<file path="config.mk">
export PLATFORM = sky130hd
export DESIGN_NAME = multicycle_control_unit
export DESIGN_NICKNAME = d
export VERILOG_FILES = /design/src/rtl/multicycle_control_unit.sv
export SDC_FILE = /design/constraint.sdc
export NUM_CORES = 1
export LEC_CHECK = 0
export CAP_MARGIN = 40
export CORE_UTILIZATION = 45
export CTS_CLUSTER_SIZE = 28
export DETAILED_ROUTE_END_ITERATION = 10
export GPL_TIMING_DRIVEN = 0
export PLACE_DENSITY = 0.76
export SLEW_MARGIN = 0
export SYNTH_ARGS = -nofsm -noshare
export SYNTH_HDL_FRONTEND = slang
export SYNTH_SLANG_ARGS = --single-unit
</file>
<file path="constraint.sdc">
create_clock -name clk -period 2.5 [get_ports clk]
set_clock_uncertainty 0.2 [all_clocks]
set_input_delay 0.25 -clock clk [delete_from_list [all_inputs] [get_ports clk]]
set_output_delay 0.25 -clock clk [all_outputs]
set_load 0.02 [all_outputs]
</file>
<file path="src/rtl/multicycle_control_unit.sv">
// Multi-cycle RV32I(M) control unit: sequences each instruction through
// FETCH/DECODE/EXEC/MEM/MDWAIT/WB with memory and mul/div handshakes.
module multicycle_control_unit #(
   parameter bit          M_EXT      = 1'b1,
   parameter int unsigned MD_TIMEOUT = 64
) (
   input  logic        clk,
   input  logic        rst,
   input  logic [31:0] Instr,
   input  logic        imem_ready,
   input  logic        dmem_ready,
   input  logic        md_done,
   output logic        IRWr,
   output logic        PCWr,
   output logic        imem_req,
   output logic        dmem_req,
   output logic        md_start,
   output logic        ALUASrc,
   output logic        ALUBSrc,
   output logic [3:0]  ALUOp,
   output logic [2:0]  ImmSrc,
   output logic        RUWr,
   output logic [4:0]  BrOp,
   output logic [2:0]  DMCtrl,
   output logic        DMWr,
   output logic [1:0]  RUDataWrSrc,
   output logic        illegal,
   output logic [2:0]  state
);

   typedef enum logic [2:0] {
      FETCH  = 3'd0,
      DECODE = 3'd1,
      EXEC   = 3'd2,
      MEM    = 3'd3,
      MDWAIT = 3'd4,
      WB     = 3'd5,
      TRAP   = 3'd6
   } state_t;

   typedef struct packed {
      logic       asrc;
      logic       bsrc;
      logic [3:0] aluop;
      logic [2:0] imm;
      logic       ruwr;
      logic [4:0] brop;
      logic [2:0] dmctrl;
      logic       dmwr;
      logic [1:0] wrsrc;
      logic       mem;
      logic       md;
   } dec_t;

   localparam logic [7:0] MD_LAST = 8'(MD_TIMEOUT - 1);

   state_t     state_q, state_d;
   dec_t       dec_q, dec_d;
   logic       bad;
   logic [7:0] cnt_q, cnt_d;
   logic [6:0] opc;
   logic [2:0] f3;
   logic [6:0] f7;
   logic       unused_instr;

   assign opc = Instr[6:0];
   assign f3  = Instr[14:12];
   assign f7  = Instr[31:25];
   assign unused_instr = ^{Instr[24:15], Instr[11:7]};
   assign state = state_q;

   always_comb begin
      dec_d = '0;
      bad   = 1'b0;
      case (opc)
         7'b0110011: begin
            dec_d.ruwr = 1'b1;
            if (f7 == 7'b0000000 || f7 == 7'b0100000) begin
               dec_d.aluop = {f7[5], f3};
            end else if (M_EXT && f7 == 7'b0000001) begin
               // MUL runs in the ALU; the rest go to the iterative unit
               dec_d.aluop = (f3 == 3'b000) ? 4'b1110 : {1'b0, f3};
               dec_d.md    = (f3 != 3'b000);
               dec_d.wrsrc = (f3 != 3'b000) ? 2'b11 : 2'b00;
            end else begin
               bad = 1'b1;
            end
         end
         7'b0010011: begin
            dec_d.bsrc  = 1'b1;
            dec_d.ruwr  = 1'b1;
            dec_d.aluop = (f3 == 3'b101) ? {f7[5], f3} : {1'b0, f3};
         end
         7'b0000011: begin
            dec_d.bsrc   = 1'b1;
            dec_d.ruwr   = 1'b1;
            dec_d.dmctrl = f3;
            dec_d.wrsrc  = 2'b01;
            dec_d.mem    = 1'b1;
         end
         7'b0100011: begin
            dec_d.bsrc   = 1'b1;
            dec_d.imm    = 3'b001;
            dec_d.dmctrl = f3;
            dec_d.dmwr   = 1'b1;
            dec_d.mem    = 1'b1;
         end
         7'b1100011: begin
            dec_d.asrc = 1'b1;
            dec_d.bsrc = 1'b1;
            dec_d.imm  = 3'b101;
            dec_d.brop = {2'b01, f3};
         end
         7'b1101111: begin
            dec_d.asrc  = 1'b1;
            dec_d.bsrc  = 1'b1;
            dec_d.imm   = 3'b110;
            dec_d.ruwr  = 1'b1;
            dec_d.brop  = 5'b10000;
            dec_d.wrsrc = 2'b10;
         end
         7'b1100111: begin
            dec_d.bsrc  = 1'b1;
            dec_d.ruwr  = 1'b1;
            dec_d.brop  = 5'b10000;
            dec_d.wrsrc = 2'b10;
         end
         7'b0110111: begin
            dec_d.bsrc  = 1'b1;
            dec_d.imm   = 3'b010;
            dec_d.aluop = 4'b1111;
            dec_d.ruwr  = 1'b1;
         end
         7'b0010111: begin
            dec_d.asrc  = 1'b1;
            dec_d.bsrc  = 1'b1;
            dec_d.imm   = 3'b010;
            dec_d.aluop = 4'b1111;
            dec_d.ruwr  = 1'b1;
         end
         default: bad = 1'b1;
      endcase
   end

   always_ff @(posedge clk or posedge rst) begin
      if (rst) begin
         state_q <= FETCH;
         dec_q   <= '0;
         cnt_q   <= '0;
      end else begin
         state_q <= state_d;
         cnt_q   <= cnt_d;
         if (state_q == DECODE && !bad) dec_q <= dec_d;
      end
   end

   always_comb begin
      state_d     = state_q;
      cnt_d       = cnt_q;
      IRWr        = 1'b0;
      PCWr        = 1'b0;
      imem_req    = 1'b0;
      dmem_req    = 1'b0;
      md_start    = 1'b0;
      ALUASrc     = 1'b0;
      ALUBSrc     = 1'b0;
      ALUOp       = '0;
      ImmSrc      = '0;
      RUWr        = 1'b0;
      BrOp        = '0;
      DMCtrl      = '0;
      DMWr        = 1'b0;
      RUDataWrSrc = '0;
      illegal     = 1'b0;
      // datapath selects only leave zero once the decode register is valid
      if (state_q inside {EXEC, MEM, MDWAIT, WB}) begin
         ALUASrc     = dec_q.asrc;
         ALUBSrc     = dec_q.bsrc;
         ALUOp       = dec_q.aluop;
         ImmSrc      = dec_q.imm;
         BrOp        = dec_q.brop;
         DMCtrl      = dec_q.dmctrl;
         RUDataWrSrc = dec_q.wrsrc;
      end
      case (state_q)
         FETCH: begin
            imem_req = 1'b1;
            IRWr     = imem_ready;
            if (imem_ready) state_d = DECODE;
         end
         DECODE: state_d = bad ? TRAP : EXEC;
         EXEC: begin
            md_start = dec_q.md;
            if (dec_q.mem) begin
               state_d = MEM;
            end else if (dec_q.md) begin
               cnt_d   = '0;
               state_d = MDWAIT;
            end else begin
               state_d = WB;
            end
         end
         MEM: begin
            dmem_req = 1'b1;
            DMWr     = dec_q.dmwr;
            if (dmem_ready) state_d = WB;
         end
         MDWAIT: begin
            if (md_done) state_d = WB;
            else if (cnt_q == MD_LAST) state_d = TRAP;
            else cnt_d = cnt_q + 8'd1;
         end
         WB: begin
            PCWr    = 1'b1;
            RUWr    = dec_q.ruwr;
            state_d = FETCH;
         end
         TRAP: illegal = 1'b1;
         default: state_d = FETCH;
      endcase
   end

endmodule

</file>
# ---- After elaboration in Yosys (flattened, before gate mapping)
# Cells that the tools add are included.
dict set report totals {
  regBits 34
  in_bits 37
  output_inout_bits 30
  word_cells 109
}
dict set report classes {
  addsub 1
  eq_ne 26
  muxes 51
  bitwise_logic 1
  n_reduce_logical 17
}
# cell count
set ops {}
lappend ops {{two-way mux 8 bit} 4}
lappend ops {{equality test 7 x 6 -> 1 bit (second input constant)} 4}
lappend ops {{two-way mux 3 bit} 9}
lappend ops {{equality test 7 bit (second input constant)} 3}
lappend ops {{two-way mux 1 bit} 21}
lappend ops {{two-way mux 4 bit} 5}
lappend ops {{case mux 3 bit (6 select lines)} 1}
lappend ops {{case mux 8 bit (2 select lines)} 1}
lappend ops {{equality test 7 x 5 -> 1 bit (second input constant)} 2}
lappend ops {{equality test 3 bit (second input constant)} 4}
lappend ops {{inequality test 2 bit (second input constant)} 6}
lappend ops {{case mux 3 bit (4 select lines)} 1}
lappend ops {{case mux 4 bit (3 select lines)} 1}
lappend ops {{case mux 5 bit (2 select lines)} 1}
lappend ops {{adder 8 x 1 -> 8 bit (second input constant)} 1}
lappend ops {{equality test 8 x 6 -> 1 bit (second input constant)} 1}
lappend ops {{two-way mux 2 bit} 4}
lappend ops {{OR reduction 8 bit} 1}
lappend ops {{equality test 7 x 1 -> 1 bit (second input constant)} 1}
lappend ops {{equality test 7 x 2 -> 1 bit (second input constant)} 1}
lappend ops {{logical NOT 7 bit} 1}
lappend ops {{OR reduction 7 bit} 1}
lappend ops {{equality test 3 x 2 -> 1 bit (second input constant)} 2}
lappend ops {{logical NOT 3 bit} 2}
lappend ops {{16 further kinds} 18}

# ---- Longest topological paths before layout
# Gate-level depths: netlist of run 1.
dict set report depth {
  word_depth 6
  depth_mapped 7
  depth_no_buf 6
}

# ---- Least setup slack after synthesis of run 1
# Ideal clock, no wire load.
dict set report synth_path {
  path_type {reg-to-output}
  start {register state_q[0] (netlist: state[0])}
  end {output port IRWr}
  arrival_time_ns 1.578
  required_time_ns 2.050
  setup_slack_ns 0.472
  stages_incl_launch_ff 4
  n_path_buf 1
  path_cell_list {dfrtp_1 > clkbuf_1 > nor3_1 > and2_1}
}
dict set report synth_via {
  elab_chain_len 2
}
# element line
set synth_rtl {}
lappend synth_rtl {{start: declaration} 57} ;# state_t state_q, state_d;
lappend synth_rtl {{start signal: assignment} 151} ;# state_q <= state_d;
lappend synth_rtl {{logical NOT 3 bit} 185} ;# case (state_q)
lappend synth_rtl {{two-way mux 1 bit} 185}
lappend synth_rtl {{end: declaration} 13} ;# output logic IRWr,
# No other way between the ends.

# ---- Final worst setup path of run 1
dict set report layout_path {
  start {register state_q[1] (netlist: state[1])}
  end {output port RUWr}
}
dict set report layout_via {
  elab_chain_len 2
}
# element line
set layout_rtl {}
lappend layout_rtl {{equality test 3 bit} 185}
lappend layout_rtl {{two-way mux 1 bit} 185}
lappend layout_rtl {{end: declaration} 22} ;# output logic RUWr,
# No other way between the ends.

==> impl_metrics.env, run 1 <==
export IMPL_clkLatencyLatePin_ns=0.28
export IMPL_p_int_w=0.00152
export IMPL_finalCritPeriodShare_pct=97.2
export IMPL_ys_types=52
export IMPL_worst_ep_required_time_ns=2.05
export IMPL_status="finished with violations"
export IMPL_synthTopCellsByCount="dfrtp_1, a21oi_1, inv_1, and2_1"
export IMPL_clock_path_buffers=2
export IMPL_slew_headroom_pct=53.6
export IMPL_grt_pass1_vias=1819
export IMPL_hold_path_class="input pin to async pin"
export IMPL_power_density_nw_per_um2=883
export IMPL_min_period_ns=2.43
export IMPL_cts_tree="done"
export IMPL_die_area_um2=5020
export IMPL_ant_nets=0
export IMPL_area_growth_pct=34.2
export IMPL_grt_pass1_wl_um=8180
export IMPL_yosys_warnings=0
export IMPL_grt_util_met1_pct=26.9
export IMPL_crit_arrival_ns=1.98
export IMPL_grt_max_degree=20
export IMPL_fp_dieW_um=70.9
export IMPL_synth_flop_cell="dfrtp_1"
export IMPL_drt_iter0_drc=83
export IMPL_path_clk_slew_ns=0.07
export IMPL_switching_share_pct=39.9
export IMPL_antenna_found_initial=0
export IMPL_final_nets=324
export IMPL_postCtsSetupRepairBufs=0
export IMPL_port_buffer_count=50
export IMPL_p_seq_share_pct=30.5
export IMPL_syn_nets=266
export IMPL_boundaryPins=67
export IMPL_vias=1849
export IMPL_cap_violations=0
export IMPL_gp_routability_congestion=0.832
export IMPL_worstSetupEndpointType="output port"
export IMPL_cts_hold_buf=0
export IMPL_routedWlPerCell_um=14.4
export IMPL_p_leak_nw=1.56
export IMPL_synth_edf_count=0
export IMPL_grt_busiest_layer="met2"
export IMPL_wl_um=4890
export IMPL_initial_core_util_pct=48.0
export IMPL_cts_root_buf="clkbuf_8"
export IMPL_drc=6
export IMPL_numCtsBuffers=5
export IMPL_fmax_mhz=412
export IMPL_path_max_fanout=10
export IMPL_dp_hpwl_um=3710
export IMPL_combPwrFrac_pct=49.8
export IMPL_avgSynthCellArea_um2=9.36
export IMPL_met3_usage_pct=3.28
export IMPL_setup_tns_ns=0
export IMPL_netlist_instances=228
export IMPL_clkPwrFrac_pct=19.7
export IMPL_netlist_area_leader_share_pct=39.9
export IMPL_finalHoldViolations=0
export IMPL_violations="DRC"
export IMPL_syn_area_um2=2130
export IMPL_layout_cells_non_filler=339
export IMPL_htreeDepth=2
export IMPL_async_reset_ff_share_pct=100
export IMPL_tightest_slew_ns=0.695
export IMPL_ys_seq_area_share_pct=39.9
export IMPL_rows=24
export IMPL_ys_top_cells_by_area="dfrtp_1, mux2i_1, a21oi_1"
export IMPL_yosysMostFrequentCell="dfrtp_1"
export IMPL_firstDrtPassIters=7
export IMPL_grt_total_usage_pct=20.6
export IMPL_yosysTopAreaCell="dfrtp_1"
export IMPL_setup_viol=0
export IMPL_rsz0062_at_grt="false"
export IMPL_slew_violations=0
export IMPL_crit_type="flop to output port"
export IMPL_holdWs_ns=0.170
export IMPL_critPathLaunchType="flop"
export IMPL_dpl_cell_count=331
export IMPL_p_sw_w=0.00101
export IMPL_vdd_drop_max_uv=388
export IMPL_core_um2=4440
export IMPL_synth_seq_cells=34
export IMPL_diodes=0
export IMPL_fin_ws_ns=0.0710
export IMPL_die_h_um=70.9
export IMPL_final_layout_size_suffix_gt1_share_pct=12.2
export IMPL_met2_usage_pct=35.0
export IMPL_place_ws_ns=-0.0444
export IMPL_grt_overflow_total=0
export IMPL_via_per_inst=5.45
export IMPL_cts_sinks=34
cell usage in the layout (no fill, tap or decap), types with 4 or more instances in the layout:
cell             instances
dfrtp_1                 34
clkdlybuf4s50_1         31
a21oi_1                 21
inv_1                   17
and2_1                  16
nor2_1                  15
mux2i_1                 15
nand2_1                 13
dlymetal6s2s_1          11
o21ai_0                  8
dlygate4sd2_1            8
nand2b_1                 6
nand3_1                  6
nor3_1                   6
mux2_4                   6
clkbuf_8                 5
buf_2                    4
and3_1                   4
xor2_1                   4
power groups by stage:
stage / logic, W / registers (W) / clock network, W
CTS: 0.00126 / 0.000770 / 0.000508
floorplan: 0.000764 / 0.000790 / 0
global placement: 0.00129 / 0.000775 / 0
detailed placement: 0.00131 / 0.000779 / 0
global route: 0.00137 / 0.000789 / 0.000534
finish: 0.00126 / 0.000770 / 0.000499
worst max-delay path, stage by stage, from the launching register on:
cell and delay, ns:
dfrtp_1 0.40, buf_2 0.18, inv_1 0.18, and3_1 0.21, and2_1 0.13, clkdlybuf4s50_1 0.59
path summary, 6_finish.rpt:
path / from / to / slack, ns / cells after the start
setup / recovery: state[1]$_DFFE_PP0P_ / RUWr / 0.07 / 5
hold / removal: rst / state[1]$_DFFE_PP0P_ / 0.17 / 2
setup reg to reg: state[1]$_DFFE_PP0P_ / cnt_q[5]$_DFFE_PP0P_ / 0.39 / 6
hold reg to reg: dec_q[21]$_DFFE_PP0P_ / dec_q[21]$_DFFE_PP0P_ / 0.29 / 1
max in group asynchronous: rst / dec_q[14]$_DFFE_PP0P_ / 1.40 / 3
min in group clk: Instr[3] / dec_q[15]$_DFFE_PP0P_ / 0.17 / 3
logic make-up (layout without fill, tap and decap cells):
group                      Yosys count  in the layout  synth area share (%)
AOI/OAI and AO/OA                   46             46                  13.8
adders and majority gates            1              1                 0.586
muxes                               25             25                  13.4
DFF                                 34             34                  39.9
buffers and inverters               27             86                  5.63
xor gates and xnor gates             4              4                  1.64
and+or+nand+nor                     91             91                  25.1
metal layers:
layer  wire length, um  vias to the layer above
met1              2270                      873
met5                 0                        -
met2              2370                       53
li1                  -                      919
met3               204                        4
met4                52                        0
registers in the layout, indices dropped and copies added, names as in the netlist:
register and count:
dec_q 23, cnt_q 8, state 3
final cells by class:
| class | count | area, um2 |
|---|---|---|
| Clock inverter | 1 | 30.0 |
| Buffer | 10 | 61.3 |
| Tap cell | 52 | 65.1 |
| Clock buffer | 7 | 76.3 |
| Inverter | 17 | 63.8 |
| Sequential cell | 34 | 851 |
| Multi-Input combinational cell | 167 | 1170 |
| Fill cell | 361 | 1580 |
| Timing Repair Buffer | 51 | 546 |
timing repair:
action / in CTS / in global routing
resized for setup: 10 / 18
setup endpoints to repair: 19 / 17
gates cloned: 0 / 0
stage by stage:
stage	power (W)	utilization, %	cell area, um2
floorplan	0.00155	-	2130
global placement	0.00206	60.8	2700
detailed placement	0.00209	61.4	2730
CTS	0.00254	63.6	2830
global route	0.00269	64.4	2860
finish	0.00253	64.4	2860
Power figures use the tool's default switching activity.
==> run 2: changes to the inputs <==
--- a/config.mk
+++ b/config.mk
@@ -6,6 +6,7 @@
 export NUM_CORES = 1
 export LEC_CHECK = 0
 export CAP_MARGIN = 40
+export CORE_MARGIN = 8
 export CORE_UTILIZATION = 45
 export CTS_CLUSTER_SIZE = 28
 export DETAILED_ROUTE_END_ITERATION = 10
==> run 2 against run 1 <==
- the flow now finishes without violations
- first-iteration DRC count down 29%
- sequential cell count unchanged
- die area is 43% higher
==> impl_metrics.env, run 2 (synthesis gave the netlist of run 1 again) <==
export IMPL_grt_pass1_vias=1898
export IMPL_port_buffer_count=50
export IMPL_min_period_ns=2.40
export IMPL_setup_viol=0
export IMPL_worst_ep_required_time_ns=2.05
export IMPL_dp_hpwl_um=4110
export IMPL_final_fill_count=402
export IMPL_crit_arrival_ns=1.95
export IMPL_path_clk_slew_ns=0.07
export IMPL_cap_violations=0
export IMPL_final_common_cell="dfrtp_1"
export IMPL_numCtsBuffers=5
export IMPL_setup_tns_ns=0
export IMPL_htreeDepth=2
export IMPL_power_density_nw_per_um2=875
export IMPL_antenna_found_initial=0
export IMPL_gp_routability_congestion=0.851
export IMPL_final_nets=325
export IMPL_finalCritPeriodShare_pct=96.2
export IMPL_layout_cells_non_filler=342
export IMPL_slew_violations=0
export IMPL_status="completed"
export IMPL_clkLatencyLatePin_ns=0.29
export IMPL_final_layout_size_suffix_gt1_share_pct=12.8
export IMPL_cts_hold_buf=0
export IMPL_most_common_layout_cells="dfrtp_1, clkdlybuf4s50_1, a21oi_1"
export IMPL_dpl_cell_count=334
export IMPL_rows=25
export IMPL_area_sequential_um2=851
export IMPL_postCtsSetupRepairBufs=0
export IMPL_grt_pass1_wl_um=8890
export IMPL_drt_iter0_drc=59
export IMPL_wl_um=5230
export IMPL_cts_root_buf="clkbuf_8"
export IMPL_diodes=0
export IMPL_area_growth_pct=35.6
export IMPL_slew_headroom_pct=58.3
export IMPL_die_area_um2=7200
export IMPL_top_register="dec_q"
export IMPL_tightest_slew_ns=0.621
export IMPL_r2r_end="cnt_q[5]$_DFFE_PP0P_"
export IMPL_die_h_um=84.9
export IMPL_initial_core_util_pct=45.8
export IMPL_grt_overflow_total=0
export IMPL_rr_startpoint="state[0]$_DFFE_PP0P_"
export IMPL_crit_type="flop to output port"
export IMPL_critPathLaunchType="flop"
export IMPL_vias=1846
export IMPL_hold_path_class="input pin to async pin"
export IMPL_vdd_drop_max_uv=451
export IMPL_fp_dieW_um=84.9
export IMPL_routedWlPerCell_um=15.3
export IMPL_path_max_fanout=10
export IMPL_cts_tree="done"
export IMPL_finalHoldViolations=0
export IMPL_crit_start="state[2]$_DFFE_PP0P_"
export IMPL_clock_path_buffers=2
export IMPL_boundaryPins=67
export IMPL_worstSetupEndpointType="output port"
export IMPL_multi_input_area_um2=1170
export IMPL_ant_nets=0
export IMPL_grt_max_degree=16
export IMPL_worstRegToRegCells=5
export IMPL_firstDrtPassIters=4
export IMPL_crit_end="DMWr"
export IMPL_grt_total_usage_pct=15.2
export IMPL_via_per_inst=5.40
export IMPL_core_um2=4660
export IMPL_r2r_slack_ns=0.43
export IMPL_fmax_mhz=416
export IMPL_p_leak_nw=1.59
export IMPL_drc=0
export IMPL_cts_sinks=34
export IMPL_largest_register_ffs=23
==> run 2: per-layer routing <==
layer  up-vias  track usage (%)  routed length, um
li1        925                -                  -
met1       865             17.4               2310
met2        49             26.1               2580
met3         7             3.57                237
met4         0             7.44                 99
met5         -                0                  0
==> run 2: cell type report <==
class | count | share of cell area [%]
Timing Repair Buffer | 52 | 19.7
Clock buffer | 7 | 2.64
Sequential cell | 34 | 29.4
Multi-Input combinational cell | 167 | 40.6
Inverter | 17 | 2.20
Tap cell | 54 | 2.33
Buffer | 10 | 2.12
Clock inverter | 1 | 1.04
==> run 2: power by group <==
group	leakage, nW	switching, W	total, W	internal (W)
Clock	0.0524	0.000199	0.000497	0.000298
Combinational	1.12	0.000745	0.00126	0.000519
Sequential	0.422	0.0000744	0.000772	0.000697
==> run 2: worst min path at each step <==
stage                                startpoint               endpoint  slack [ns]  cells past startpoint
after global routing                        rst   state[1]$_DFFE_PP0P_        0.04                      2
after global placement    dec_q[22]$_DFFE_PP0P_  dec_q[22]$_DFFE_PP0P_        0.27                      1
after CTS                                   rst   state[1]$_DFFE_PP0P_        0.02                      2
after floorplan                      dmem_ready   state[2]$_DFFE_PP0P_        0.18                      2
final                                       rst   state[1]$_DFFE_PP0P_        0.01                      2
after detailed placement  dec_q[22]$_DFFE_PP0P_  dec_q[22]$_DFFE_PP0P_        0.27                      1
==> run 2: critical path: stages, from the launching register on <==
cell,delay [ns]
dfrtp_1,0.41
clkbuf_2,0.19
nand2b_1,0.23
nor3_1,0.19
clkdlybuf4s50_1,0.65
==> run 2: stage by stage <==
stage | utilization (%) | hold WS (ns) | setup WS (ns) | area (um2) | total power (W)
finish | 62.1 | 0.00969 | 0.0957 | 2890 | 0.00253
global route | 62.1 | 0.0367 | -0.000568 | 2890 | 0.00270
CTS | 61.3 | 0.0241 | 0.0144 | 2860 | 0.00255
global placement | 58.0 | 0.272 | -0.00672 | 2700 | 0.00208
detailed placement | 59.2 | 0.274 | -0.0415 | 2760 | 0.00212
floorplan | - | 0.179 | 0.472 | 2130 | 0.00155
==> run 2: timing repair <==
action,in CTS,in global routing
pin swaps,0,0
resized for setup,14,15
setup endpoints to repair,20,17
==> run 3: changes to the inputs <==
--- a/config.mk
+++ b/config.mk
@@ -5,13 +5,16 @@
 export SDC_FILE = /design/constraint.sdc
 export NUM_CORES = 1
 export LEC_CHECK = 0
+export ABC_AREA = 1
 export CAP_MARGIN = 40
 export CORE_MARGIN = 8
 export CORE_UTILIZATION = 45
 export CTS_CLUSTER_SIZE = 28
 export DETAILED_ROUTE_END_ITERATION = 10
+export GPL_ROUTABILITY_DRIVEN = 0
 export GPL_TIMING_DRIVEN = 0
-export PLACE_DENSITY = 0.76
+export PLACE_DENSITY = 0.74
+export REMOVE_ABC_BUFFERS = 1
 export SLEW_MARGIN = 0
 export SYNTH_ARGS = -nofsm -noshare
 export SYNTH_HDL_FRONTEND = slang
==> run 3 against run 2 <==
- cell area increased by 8.8%
- largest power group unchanged
- sequential power shrank 9.7%
- sequential share of layout area shrank 2.3 points
- first-iteration DRC count grew 27%
- wire length increased by 8.2%
- synthesized cell count increased by 42%
- highest routed layer unchanged
- count of clock-buffer cells in the layout unchanged
- core utilization shrank 1.2 points
- critical path type unchanged
- global-route usage down 0.081 points
- via count increased by 19%
==> impl_metrics.env, run 3 <==
export IMPL_path_clk_slew_ns=0.07
export IMPL_setup_viol=0
export IMPL_synth_flop_cell="dfrtp_1"
export IMPL_synth_seq_cells=34
export IMPL_grt_overflow_total=0
export IMPL_async_reset_ff_share_pct=100
export IMPL_port_buffer_count=51
export IMPL_avgSynthCellArea_um2=7.51
export IMPL_r2r_slack_ns=0.57
export IMPL_synth_fa_ha_area_share_pct=0.515
export IMPL_synth_simple_gate_area_share_pct=42.1
export IMPL_die_h_um=89.4
export IMPL_tightest_slew_ns=0.703
export IMPL_cts_sinks=34
export IMPL_die_area_um2=8000
export IMPL_firstDrtPassIters=4
export IMPL_rsz0062_at_grt="false"
export IMPL_drt_iter0_drc=75
export IMPL_synth_top_family_by_area="simple AND/OR/NAND/NOR gates"
export IMPL_clkLatencyLatePin_ns=0.28
export IMPL_synth_edf_count=0
export IMPL_hold_path_class="input pin to async pin"
export IMPL_cts_tree="done"
export IMPL_core_um2=5170
export IMPL_drc=0
export IMPL_cts_root_buf="clkbuf_8"
export IMPL_wl_um=5660
export IMPL_fp_dieW_um=89.4
export IMPL_ys_seq_area_share_pct=35.1
export IMPL_worst_ep_required_time_ns=2.05
export IMPL_critPathLaunchType="flop"
export IMPL_min_period_ns=2.38
export IMPL_crit_arrival_ns=1.93
export IMPL_fin_ws_ns=0.117
export IMPL_vdd_drop_max_uv=381
export IMPL_via_per_inst=4.85
export IMPL_synthMuxAreaShare_pct=0
export IMPL_finalCritPeriodShare_pct=95.3
export IMPL_worstSetupEndpointType="output port"
export IMPL_yosys_warnings=0
export IMPL_largest_register_ffs=23
export IMPL_slew_violations=0
export IMPL_setup_tns_ns=0
export IMPL_ys_types=35
export IMPL_numCtsBuffers=5
export IMPL_antenna_found_initial=0
export IMPL_grt_pass1_wl_um=9380
export IMPL_vias=2194
export IMPL_final_common_cell="nand2_1"
export IMPL_area_growth_pct=29.7
export IMPL_path_max_fanout=7
export IMPL_netlist_area_leader_share_pct=35.1
export IMPL_final_nets=419
export IMPL_ant_nets=0
export IMPL_htreeDepth=2
export IMPL_yosysTopAreaCell="dfrtp_1"
export IMPL_dp_hpwl_um=4240
export IMPL_netlist_instances=323
export IMPL_status="completed"
export IMPL_ys_top_cells_by_area="dfrtp_1, nand2_1, nand2_2"
export IMPL_syn_area_um2=2430
export IMPL_power_density_nw_per_um2=659
export IMPL_power_w=0.00207
export IMPL_grt_max_degree=38
export IMPL_p_leak_nw=1.86
export IMPL_slew_headroom_pct=53.1
export IMPL_crit_type="flop to output port"
export IMPL_clock_path_buffers=2
export IMPL_synth_compound_area_share_pct=9.79
export IMPL_grt_total_usage_pct=15.2
export IMPL_diodes=0
export IMPL_rows=26
export IMPL_boundaryPins=67
export IMPL_yosysMostFrequentCell="nand2_1"
export IMPL_place_ws_ns=0.0166
export IMPL_synthXorXnorAreaFrac_pct=1.80
export IMPL_initial_core_util_pct=46.9
export IMPL_synthTopCellsByCount="nand2_1, inv_1, dfrtp_1, nand2_2, nor2_1"
export IMPL_most_common_layout_cells="nand2_1, inv_1, clkdlybuf4s50_1"
export IMPL_top_register="dec_q"
export IMPL_finalHoldViolations=0
export IMPL_routedWlPerCell_um=12.5
export IMPL_fmax_mhz=420
export IMPL_final_layout_size_suffix_gt1_share_pct=23.6
export IMPL_cap_violations=0
export IMPL_grt_pass1_vias=2113
run 3: changes by cell type in the layout (fill, tap and decap cells not counted), sizes merged, moves of 8 or more:
cell | before | now
and2 | 16 | 0
nand3 | 6 | 14
nand2 | 14 | 136
nor2 | 16 | 34
o21ai | 9 | 24
a21oi | 23 | 2
inv | 17 | 50
mux2 | 10 | 0
mux2i | 15 | 0
run 3: per-layer routing:
layer / vias to the layer above / GRT usage, % / share of wire (%)
li1: 1114 / - / -
met1: 999 / 18.5 / 44
met2: 66 / 24.2 / 47
met3: 15 / 3.68 / 5.7
met4: 0 / 7.55 / 2.7
met5: - / 0 / 0
run 3: logic make-up (layout without fill, tap and decap cells):
group           count (synthesis)  count (layout)
simple gates                  198             200
compound gates                 31              31
buf+inv                        54             111
xor+xnor                        5               5
fa+ha+maj                       1               1
flops                          34              34
run 3: cell type report:
type                       count  area (um2)
sequential                    34         855
fill                         481        2020
clock inverter                 1        5.00
multi-input combinational    237        1360
timing repair buffer          53         556
inverter                      50         195
clock buffer                   7        86.3
tap                           70        87.6
run 3: worst paths after layout:
path | cells past startpoint | end | from
setup / recovery | 4 | md_start | state[0]$_DFFE_PP0P_
hold / removal | 2 | cnt_q[6]$_DFFE_PP0P_ | rst
setup reg to reg | 8 | cnt_q[7]$_DFFE_PP0P_ | cnt_q[0]$_DFFE_PP0P_
hold reg to reg | 2 | dec_q[8]$_DFFE_PP0P_ | dec_q[8]$_DFFE_PP0P_
max in group asynchronous | 3 | state[0]$_DFFE_PP0P_ | rst
min in group clk | 2 | dec_q[8]$_DFFE_PP0P_ | dec_q[8]$_DFFE_PP0P_
run 3: what timing repair did:
item | CTS | global route
gates resized for setup | 18 | 9
endpoints found under the hold margin | 0 | 0
hold buffers | 0 | 0
endpoints found under the setup margin | 19 | 9
buffers inserted | 1 | 0
cloned | 2 | 0
pin swaps | 1 | 0
run 3: power breakdown:
part           internal (W)  switching (W)
logic              0.000340       0.000610
clock network      0.000222       0.000203
registers          0.000608      0.0000894
total               0.00117       0.000903
run 3: worst max-delay path, cell delays in order, from the launching register on:
cell and delay [ns]:
dfrtp_2 0.50, nor3_2 0.23, inv_2 0.14, nor2_1 0.15, clkdlybuf4s50_1 0.62
run 3: per-stage QoR:
step	instance area [um2]	util, %	instances	hold slack [ns]
after CTS	3130	60.4	452	0.214
after floorplan	2360	-	319	0.160
after detailed placement	2990	57.8	441	0.269
after global routing	3150	60.9	452	0.256
after global placement	2960	57.2	440	0.267
final	3150	60.9	452	0.182
